File: config.mk
export PLATFORM = sky130hd
export DESIGN_NAME = simd_loop_sequencer
export DESIGN_NICKNAME = d
export VERILOG_FILES = /design/src/rtl/simd_loop_sequencer.sv
export SDC_FILE = /design/constraint.sdc
export NUM_CORES = 1
export LEC_CHECK = 0
export BUFFER_PORTS_ARGS = -buffer_cell sky130_fd_sc_hd__buf_2
export CAP_MARGIN = 20
export CORE_MARGIN = 3
export CORE_UTILIZATION = 65
export DETAILED_ROUTE_END_ITERATION = 16
export PLACE_DENSITY = 0.85
export SLEW_MARGIN = 20
export SYNTH_ARGS = -nofsm -noshare
export SYNTH_HDL_FRONTEND = slang
export SYNTH_SLANG_ARGS = --single-unit
File: constraint.sdc
create_clock -name clk -period 8.4 [get_ports clk]
set_input_delay 0.84 -clock clk [delete_from_list [all_inputs] [get_ports clk]]
set_output_delay 0.84 -clock clk [all_outputs]
set_load 0.01 [all_outputs]
File: src/rtl/simd_loop_sequencer.sv
// Loop sequencer between SIMD fetch and decode/AGU: captures a LOOP body, replays it with in_single_loop, then drains.
// Optional SIMD_LOOP_STATS_EN adds stat_issued/stat_loops counters; 1-cycle latency, stalls on out_ready low.
module simd_loop_sequencer #(
  parameter int                     OPCODE_BITS   = 4,
  parameter int                     FUNCTION_BITS = 4,
  parameter int                     INST_WIDTH    = 32,
  parameter logic [OPCODE_BITS-1:0] LOOP_OPCODE   = 4'b1001,
  parameter int                     BODY_DEPTH    = 8,
  parameter int                     ITER_WIDTH    = 16,
  parameter int                     DRAIN_CYCLES  = 3
) (
  input  logic                  clk,
  input  logic                  reset,
  input  logic                  in_valid,
  input  logic [INST_WIDTH-1:0] in_inst,
  output logic                  in_ready,
  output logic                  out_valid,
  output logic [INST_WIDTH-1:0] out_inst,
  output logic                  out_in_single_loop,
  input  logic                  out_ready,
  output logic                  busy,
  output logic [ITER_WIDTH-1:0] loop_iter,
  output logic                  body_overflow
`ifdef SIMD_LOOP_STATS_EN
  ,
  output logic [31:0]           stat_issued,
  output logic [15:0]           stat_loops
`endif
);

  localparam int PW = (BODY_DEPTH > 1) ? $clog2(BODY_DEPTH) : 1;
  localparam int DW = (DRAIN_CYCLES > 0) ? $clog2(DRAIN_CYCLES + 1) : 1;

  typedef enum logic [1:0] {
    S_IDLE    = 2'd0,
    S_CAPTURE = 2'd1,
    S_REPLAY  = 2'd2,
    S_DRAIN   = 2'd3
  } state_t;

  state_t                state_q, state_d;
  logic                  out_valid_q, out_valid_d;
  logic [INST_WIDTH-1:0] out_inst_q, out_inst_d;
  logic                  single_q, single_d;
  logic [PW-1:0]         wptr_q, wptr_d;
  logic [PW-1:0]         rptr_q, rptr_d;
  logic [PW-1:0]         lidx_q, lidx_d;
  logic [ITER_WIDTH-1:0] cnt_last_q, cnt_last_d;
  logic [ITER_WIDTH-1:0] iter_q, iter_d;
  logic [DW-1:0]         drain_q, drain_d;
  logic                  ovf_q, ovf_d;
  logic                  body_we;
  logic [INST_WIDTH-1:0] body_q [BODY_DEPTH];

  logic                     adv;
  logic [OPCODE_BITS-1:0]   opcode;
  logic [FUNCTION_BITS-1:0] fn;
  logic [ITER_WIDTH-1:0]    iter_field;
  logic                     is_loop;
  logic                     fn_over;
  logic [PW-1:0]            lidx_new;
  logic [ITER_WIDTH-1:0]    cnt_new;

  assign adv        = ~out_valid_q | out_ready;
  assign opcode     = in_inst[INST_WIDTH-1 -: OPCODE_BITS];
  assign fn         = in_inst[INST_WIDTH-OPCODE_BITS-1 -: FUNCTION_BITS];
  assign iter_field = in_inst[ITER_WIDTH-1:0];
  assign is_loop    = (opcode == LOOP_OPCODE);
  // Body length fn+1 is clamped to the buffer; we keep the last index (L-1).
  assign fn_over    = (32'(fn) >= 32'(BODY_DEPTH));
  assign lidx_new   = fn_over ? PW'(BODY_DEPTH - 1) : fn[PW-1:0];
  assign cnt_new    = (iter_field == '0) ? '0 : iter_field - ITER_WIDTH'(1);

  always_comb begin
    state_d     = state_q;
    out_valid_d = out_valid_q;
    out_inst_d  = out_inst_q;
    single_d    = single_q;
    wptr_d      = wptr_q;
    rptr_d      = rptr_q;
    lidx_d      = lidx_q;
    cnt_last_d  = cnt_last_q;
    iter_d      = iter_q;
    drain_d     = drain_q;
    ovf_d       = ovf_q;
    body_we     = 1'b0;
    in_ready    = 1'b0;

    case (state_q)
      S_IDLE: begin
        in_ready = adv;
        if (adv) begin
          out_valid_d = 1'b0;
          single_d    = 1'b0;
          if (in_valid) begin
            if (is_loop) begin
              lidx_d     = lidx_new;
              cnt_last_d = cnt_new;
              ovf_d      = ovf_q | fn_over;
              wptr_d     = '0;
              iter_d     = '0;
              state_d    = S_CAPTURE;
            end else begin
              out_valid_d = 1'b1;
              out_inst_d  = in_inst;
            end
          end
        end
      end

      S_CAPTURE: begin
        in_ready = adv;
        if (adv) begin
          out_valid_d = 1'b0;
          single_d    = 1'b0;
          if (in_valid) begin
            body_we     = 1'b1;
            out_valid_d = 1'b1;
            out_inst_d  = in_inst;
            if (wptr_q == lidx_q) begin
              if (cnt_last_q == '0) begin
                state_d = S_DRAIN;
                drain_d = DW'(DRAIN_CYCLES);
              end else begin
                state_d = S_REPLAY;
                rptr_d  = '0;
                iter_d  = ITER_WIDTH'(1);
              end
            end else begin
              wptr_d = wptr_q + PW'(1);
            end
          end
        end
      end

      S_REPLAY: begin
        if (adv) begin
          out_valid_d = 1'b1;
          out_inst_d  = body_q[rptr_q];
          single_d    = 1'b1;
          if (rptr_q == lidx_q) begin
            rptr_d = '0;
            if (iter_q == cnt_last_q) begin
              state_d = S_DRAIN;
              drain_d = DW'(DRAIN_CYCLES);
            end else begin
              iter_d = iter_q + ITER_WIDTH'(1);
            end
          end else begin
            rptr_d = rptr_q + PW'(1);
          end
        end
      end

      S_DRAIN: begin
        if (adv) begin
          out_valid_d = 1'b0;
          single_d    = 1'b0;
        end
        // Idle window only counts once the final loop instruction has left.
        if (!out_valid_q) begin
          if (drain_q <= DW'(1)) begin
            state_d = S_IDLE;
            drain_d = '0;
          end else begin
            drain_d = drain_q - DW'(1);
          end
        end
      end

      default: state_d = S_IDLE;
    endcase
  end

  always_ff @(posedge clk) begin
    if (reset) begin
      state_q     <= S_IDLE;
      out_valid_q <= 1'b0;
      out_inst_q  <= '0;
      single_q    <= 1'b0;
      wptr_q      <= '0;
      rptr_q      <= '0;
      lidx_q      <= '0;
      cnt_last_q  <= '0;
      iter_q      <= '0;
      drain_q     <= '0;
      ovf_q       <= 1'b0;
    end else begin
      state_q     <= state_d;
      out_valid_q <= out_valid_d;
      out_inst_q  <= out_inst_d;
      single_q    <= single_d;
      wptr_q      <= wptr_d;
      rptr_q      <= rptr_d;
      lidx_q      <= lidx_d;
      cnt_last_q  <= cnt_last_d;
      iter_q      <= iter_d;
      drain_q     <= drain_d;
      ovf_q       <= ovf_d;
    end
  end

  always_ff @(posedge clk) begin
    if (body_we) begin
      body_q[wptr_q] <= in_inst;
    end
  end

  assign out_valid          = out_valid_q;
  assign out_inst           = out_inst_q;
  assign out_in_single_loop = single_q;
  assign busy               = (state_q != S_IDLE);
  assign loop_iter          = iter_q;
  assign body_overflow      = ovf_q;

`ifdef SIMD_LOOP_STATS_EN
  logic [31:0] stat_issued_q;
  logic [15:0] stat_loops_q;

  always_ff @(posedge clk) begin
    if (reset) begin
      stat_issued_q <= '0;
      stat_loops_q  <= '0;
    end else begin
      if (out_valid_q && out_ready) begin
        stat_issued_q <= stat_issued_q + 32'd1;
      end
      if (state_q == S_DRAIN && state_d == S_IDLE) begin
        stat_loops_q <= stat_loops_q + 16'd1;
      end
    end
  end

  assign stat_issued = stat_issued_q;
  assign stat_loops  = stat_loops_q;
`endif

endmodule

==> impl_metrics.env, run 1 <==
export IMPL_synthCells=931
export IMPL_cts_hold_buf=0
export IMPL_fillers=1213
export IMPL_maxSlewHeadroom=0.301
export IMPL_synth_enable_flop_cells=256
export IMPL_num_io_pins=89
export IMPL_fmax_ghz=0.319
export IMPL_status="finished, final reports clean"
export IMPL_holdCritPathClass="flip-flop to flip-flop"
export IMPL_rsz0062_at_grt="no"
export IMPL_grt_max_degree=75
export IMPL_synthFlopType="edfxtp_1"
export IMPL_grt_pass1_wl_um=48200
export IMPL_synth_area_per_cell_um2=14.9
export IMPL_synth_seq_area_share=0.675
export IMPL_cp_cell_sequence="inv_1 > ha_2 > buf_4 > nand3b_1 > o21ai_0 > nor2_1 > o21ai_4 > buf_4 > a211oi_1 > a21oi_1 > nor2_1"
export IMPL_dr_pass1_iters=5
export IMPL_timing_rr_start="state_q[0]"
export IMPL_rrSetupSlack_ns=5.26
export IMPL_clockRootBuffer="clkbuf_16"
export IMPL_synth_cell_types=51
export IMPL_whs_endpoint="body_overflow"
export IMPL_gp_congestion=0.902
export IMPL_htreeDepth=2
export IMPL_drt_wirelength_per_cell_um=23.5
export IMPL_hold_violations=0
export IMPL_first_iter_violations=932
export IMPL_leakagePower_nw=5.35
export IMPL_cp_arrival_ns=3.51
export IMPL_crit_path_max_fanout=74
export IMPL_crit_path_start_kind="flip-flop"
export IMPL_fp_row_count=52
export IMPL_num_vias=8375
export IMPL_setup_slack_ns=5.26
export IMPL_dp_hpwl_um=17000
export IMPL_path_clk_slew_ns=0.06
export IMPL_hp_start="body_overflow"
export IMPL_finalNonFillerCells=1320
export IMPL_slowest_delay_ns=0.68
export IMPL_antenna_left=0
export IMPL_clkLatencyLatePin_ns=0.51
export IMPL_critical_path_reg2reg_endpoint="out_inst[1]"
export IMPL_synth_largest_area_cell="edfxtp_1"
export IMPL_rr_worst_depth=11
export IMPL_grt_pass1_vias=8462
export IMPL_maxSlewViolCount=0
export IMPL_cts_resized=0
export IMPL_nets=1066
export IMPL_core_mm2=0.0206
export IMPL_critPathCaptureType="flip-flop"
export IMPL_drc=0
export IMPL_min_delay_path_depth=2
export IMPL_finalSetupViolCount=0
export IMPL_yosysWarnings=0
export IMPL_synth_top_area_share=0.555
export IMPL_routed_wirelength_um=31000
export IMPL_die_area_mm2=0.0231
export IMPL_clockBufferDepth=3
export IMPL_finalCritPeriodShare=0.373
export IMPL_worst_setup_path_type="flip-flop to flip-flop"
export IMPL_max_cap_violations=0
export IMPL_ys_async_sr_fraction=0
export IMPL_grt_overflow_total=0
export IMPL_ir_worst_vdd_v=0.000203
export IMPL_p_total_mw=3.51
export IMPL_initial_core_util=0.674
export IMPL_cts_tree="built"
export IMPL_min_period_ns=3.14
export IMPL_die_w_um=152
export IMPL_syn_cell_area_mm2=0.0138
export IMPL_final_layout_size_suffix_gt1_frac=0.228
export IMPL_antenna_found_initial=4
export IMPL_finClkSkew_ns=0.0120
export IMPL_vias_per_cell=6.34
export IMPL_dp_cells=1253
export IMPL_postCtsSetupBuffers=0
export IMPL_cts_buffers=35
export IMPL_synthTopCellsByArea="edfxtp_1, dfxtp_1, mux4_2, nor2_1, mux2i_1"
export IMPL_slowest_stage="buf_4"
export IMPL_syn_nets=976
export IMPL_ys_ff_latch=339
export IMPL_track_usage=0.267
export IMPL_worst_slew_pin_slew_ns=1.05
export IMPL_die_h_um=152
export IMPL_worst_ep_required_time_ns=8.77
export IMPL_fin_util=0.767
export IMPL_power_density_mw_per_mm2=223
export IMPL_port_buffers=88
export IMPL_numClockSinks=339
export IMPL_place_ws_ns=5.16
export IMPL_area_growth_pct=13.9
export IMPL_tns_ns=0
==> layout by cell type, fill, tap and decap left out, drive strengths merged, types with 32 or more instances in the layout <==
| cell | instances |
|---|---|
| edfxtp | 256 |
| nor2 | 123 |
| dfxtp | 83 |
| nor3 | 32 |
| buf | 103 |
| mux2i | 35 |
| mux4 | 64 |
| a21oi | 63 |
| a211oi | 34 |
| clkbuf | 44 |
==> state kept, by name (all words and copies together), names as in the netlist, named ones only <==
| signal | flops |
|---|---|
| wptr_q | 3 |
| loop_iter | 16 |
| out_in_single_loop | 1 |
| body_q | 256 |
| state_q | 2 |
| out_valid | 1 |
| out_inst | 32 |
| drain_q | 2 |
| lidx_q | 3 |
| rptr_q | 3 |
| body_overflow | 1 |
| cnt_last_q | 16 |
==> through the flow <==
stage | cell area (um2) | hold slack [ns]
2_1_floorplan | 13800 | 0.456
3_3_place_gp | 14600 | 0.437
3_5_place_dp | 14600 | 0.456
4_1_cts | 15700 | 0.473
5_1_grt | 15800 | 0.499
6_report | 15800 | 0.465
==> final cells by class <==
cell class | instances | area, um2 | share of cell area
sequential | 339 | 9360 | 0.593
multi-input combinational | 530 | 4330 | 0.274
clock buffer | 44 | 952 | 0.0604
timing repair buffer | 103 | 573 | 0.0363
tap | 270 | 338 | 0.0214
clock inverter | 19 | 176 | 0.0112
inverter | 12 | 45.0 | 0.00286
antenna | 3 | 7.51 | 0.000476
==> cells by family after synthesis <==
kind of cell,synth area share
AO/OA/AOI/OAI,0.0579
XOR/XNOR,0.0272
adder cells (fa/ha/maj),0.00813
buffers and inverters,0.0175
flip-flops,0.675
multiplexers,0.129
AND/OR/NAND/NOR,0.0848
==> report_power, final <==
part           internal [mW]  total (mW)  switching [mW]
clock                  0.900        1.53           0.626
combinational         0.0503       0.159           0.109
sequential              1.82        1.83          0.0111
==> how the worst max path moves through the flow <==
| stage | startpoint | to | slack [ns] | cells past startpoint |
|---|---|---|---|---|
| 6_report | state_q[0] | out_inst[1] | 5.26 | 11 |
| 5_1_grt | state_q[0] | out_inst[29] | 5.05 | 11 |
| 4_1_cts | state_q[0] | out_inst[29] | 5.28 | 11 |
| 3_5_place_dp | in_inst[31] | loop_iter[11] | 5.16 | 8 |
| 3_3_place_gp | in_inst[31] | loop_iter[11] | 5.23 | 8 |
| 2_1_floorplan | out_ready | body_q[1][0] | 4.30 | 5 |
==> worst max-delay path: cells and delay by family, from the launching register on <==
kind | cells | cell delay (ns)
buffers and inverters | 3 | 1.43
AO/OA/AOI/OAI | 4 | 0.64
AND/OR/NAND/NOR | 3 | 0.37
flip-flops | 1 | 0.33
adder cells (fa/ha/maj) | 1 | 0.18
==> cells in the mapped netlist (2+ instances only) <==
cell type and instances:
edfxtp_1 256, nor2_1 123, dfxtp_1 83, mux4_2 64
a21oi_1 63, clkbuf_1 36, mux2i_1 35, a211oi_1 34
nor3_1 31, nand2_1 28, xor2_1 26, xnor2_1 17
or3_1 13, inv_1 12, nor4_1 12, o21ai_0 12
nand3_1 11, ha_1 9, buf_2 8, buf_1 6
nand2b_1 4, nand4_1 4, a211o_1 3, a22oi_1 3
and3_1 3, a221oi_1 2, a31oi_1 2, and2_1 2
and4bb_2 2, nand3b_1 2, o21ai_1 2, o31ai_1 2
or3_4 2, or4_1 2
==> metal layers <==
layer / global-route usage / wire, um
met4: 0.0925 / 732
met3: 0.0577 / 2430
met2: 0.433 / 15600
met1: 0.366 / 12200
met5: 0 / 14
Power figures use the tool's default switching activity.
==> run 2: changes to the inputs <==
--- a/config.mk
+++ b/config.mk
@@ -8,9 +8,9 @@
 export BUFFER_PORTS_ARGS = -buffer_cell sky130_fd_sc_hd__buf_2
 export CAP_MARGIN = 20
 export CORE_MARGIN = 3
-export CORE_UTILIZATION = 65
+export CORE_UTILIZATION = 54
 export DETAILED_ROUTE_END_ITERATION = 16
-export PLACE_DENSITY = 0.85
+export PLACE_DENSITY = 0.75
 export SLEW_MARGIN = 20
 export SYNTH_ARGS = -nofsm -noshare
 export SYNTH_HDL_FRONTEND = slang
==> constraint.sdc (replaced) <==
create_clock -name clk -period 2.8 [get_ports clk]
set_input_delay 0.28 -clock clk [delete_from_list [all_inputs] [get_ports clk]]
set_output_delay 0.28 -clock clk [all_outputs]
set_load 0.01 [all_outputs]
==> impl_metrics.env, run 2 (same netlist as run 1, synthesis figures left out) <==
export IMPL_drt_wirelength_per_cell_um=21.8
export IMPL_clockRootBuffer="clkbuf_16"
export IMPL_area_growth_pct=17.2
export IMPL_die_area_mm2=0.0276
export IMPL_grt_max_degree=46
export IMPL_placed_cell_area_mm2=0.0150
export IMPL_dr_pass1_iters=5
export IMPL_antenna_cells=0
export IMPL_cts_buffers=35
export IMPL_finalSetupViolCount=0
export IMPL_first_iter_violations=701
export IMPL_wl_met2_um=15200
export IMPL_port_buffers=88
export IMPL_numClockSinks=339
export IMPL_ir_worst_vdd_v=0.000536
export IMPL_leakagePower_nw=5.51
export IMPL_num_io_pins=89
export IMPL_maxSlewViolCount=0
export IMPL_routed_wirelength_um=30400
export IMPL_vias_per_cell=5.98
export IMPL_die_h_um=166
export IMPL_timing_rr_start="state_q[1]"
export IMPL_holdCritPathClass="input port to flip-flop"
export IMPL_hold_violations=0
export IMPL_wl_met1_um=12400
export IMPL_regMostFlops="body_q"
export IMPL_die_w_um=166
export IMPL_crit_path_frequent_cell="inv_1"
export IMPL_maxSlewHeadroom=0.511
export IMPL_wl_met3_um=2190
export IMPL_finalCritPeriodShare=0.935
export IMPL_antenna_found_initial=2
export IMPL_clkLatencyLatePin_ns=0.51
export IMPL_power_density_mw_per_mm2=655
export IMPL_largest_reg_flops=256
export IMPL_path_clk_slew_ns=0.06
export IMPL_finClkSkew_ns=0.0216
export IMPL_slowest_delay_ns=0.39
export IMPL_fmax_ghz=0.382
export IMPL_whs_endpoint="body_q[2][19]"
export IMPL_worst_setup_path_type="flip-flop to flip-flop"
export IMPL_hp_start="in_inst[19]"
export IMPL_regArea_mm2=0.00936
export IMPL_grt_pass1_wl_um=47300
export IMPL_final_common_cell="edfxtp_1"
export IMPL_cts_tree="built"
export IMPL_clockBufferDepth=3
export IMPL_fillers=1691
export IMPL_initial_core_util=0.560
export IMPL_num_vias=8347
export IMPL_slowest_stage="dfxtp_1"
export IMPL_fp_row_count=57
export IMPL_top_layer="met5"
export IMPL_gp_congestion=0.851
export IMPL_htreeDepth=2
export IMPL_min_period_ns=2.62
export IMPL_layout_common_cells="edfxtp_1, nor2_1, buf_2"
export IMPL_min_delay_path_depth=1
export IMPL_critPathCaptureType="flip-flop"
export IMPL_dp_hpwl_um=18100
export IMPL_crit_path_max_fanout=7
export IMPL_max_cap_violations=0
export IMPL_finalInstanceArea_mm2=0.0162
export IMPL_worst_ep_required_time_ns=3.19
export IMPL_grt_overflow_total=0
export IMPL_grt_pass1_vias=8181
export IMPL_cp_arrival_ns=3.01
export IMPL_critical_path_reg2reg_endpoint="loop_iter[13]"
export IMPL_core_mm2=0.0247
export IMPL_track_usage=0.218
export IMPL_drc=0
export IMPL_crit_path_start_kind="flip-flop"
export IMPL_rr_worst_depth=10
export IMPL_status="finished, final reports clean"
export IMPL_antenna_left=0
export IMPL_rrSetupSlack_ns=0.18
export IMPL_multi_input_area_mm2=0.00435
export IMPL_nets=1090
export IMPL_p_total_mw=10.6
export IMPL_worst_slew_pin_slew_ns=0.731
export IMPL_final_layout_size_suffix_gt1_frac=0.244
export IMPL_cp_cell_sequence="inv_1 > ha_1 > inv_1 > a31oi_1 > a221oi_2 > o211ai_1 > buf_4 > nor4_1 > xor2_1 > and2_1"
## run 2: cell count changes in the layout (fill, tap and decap cells not counted), moves of 6 or more
cell,delta
buf_12,+14
buf_4,+11
clkbuf_8,+8
clkinv_2,-8
clkbuf_1,+6
## run 2: worst max-delay path: cells and delay by family, from the launching register on
family | cells | cell delay [ns]
compound gates | 3 | 0.76
buf+inv | 3 | 0.50
simple gates | 2 | 0.48
flops | 1 | 0.39
fa+ha+maj | 1 | 0.26
xor+xnor | 1 | 0.10
## run 2: cell type report
type                    count  share of cell area
inverters                  12             0.00277
well taps                 324              0.0250
clock buffers              58              0.0668
clock inverters             6             0.00578
multi-input cells         530               0.268
repair buffers            127              0.0559
flip-flops and latches    339               0.576
## run 2: what timing repair did
item / 4_1_cts / 5_1_grt
endpoints found under the setup margin: 0 / 3
hold buffers: 0 / 0
gates resized for setup: 0 / 1
buffers inserted: 0 / 4
## run 2: where the power goes
part	internal [mW]	total (mW)	leakage, nW	switching, mW
Combinational	0.173	0.496	1.96	0.323
Sequential	5.45	5.49	2.98	0.0307
Clock	2.84	4.66	0.574	1.82
## run 2: per-stage QoR
step | hold slack [ns] | cells | util | TNS, ns | worst slack (ns)
floorplan | 0.379 | 931 | - | -18.83 | -0.107
global placement | 0.447 | 1328 | 0.607 | 0 | 0.258
detailed placement | 0.449 | 1328 | 0.607 | 0 | 0.139
CTS | 0.0434 | 1392 | 0.655 | 0 | 0.122
global route | 0.0555 | 1396 | 0.656 | -0.0496 | -0.0278
finish | 0.0553 | 1396 | 0.656 | 0 | 0.183
## run 2: how the worst max path moves through the flow
stage,startpoint,end,cells past startpoint
CTS,state_q[1],loop_iter[14],9
finish,state_q[1],loop_iter[13],10
detailed placement,state_q[1],loop_iter[14],9
global route,state_q[1],loop_iter[12],9
floorplan,state_q[1],body_q[3][0],5
global placement,in_inst[31],loop_iter[14],8
## run 2: layer usage
layer  global-route usage  vias to the layer above
met4               0.0467                        4
met5                    0                        -
met3               0.0378                       49
met2                0.368                      303
li1                     -                     3831
met1                0.302                     4160
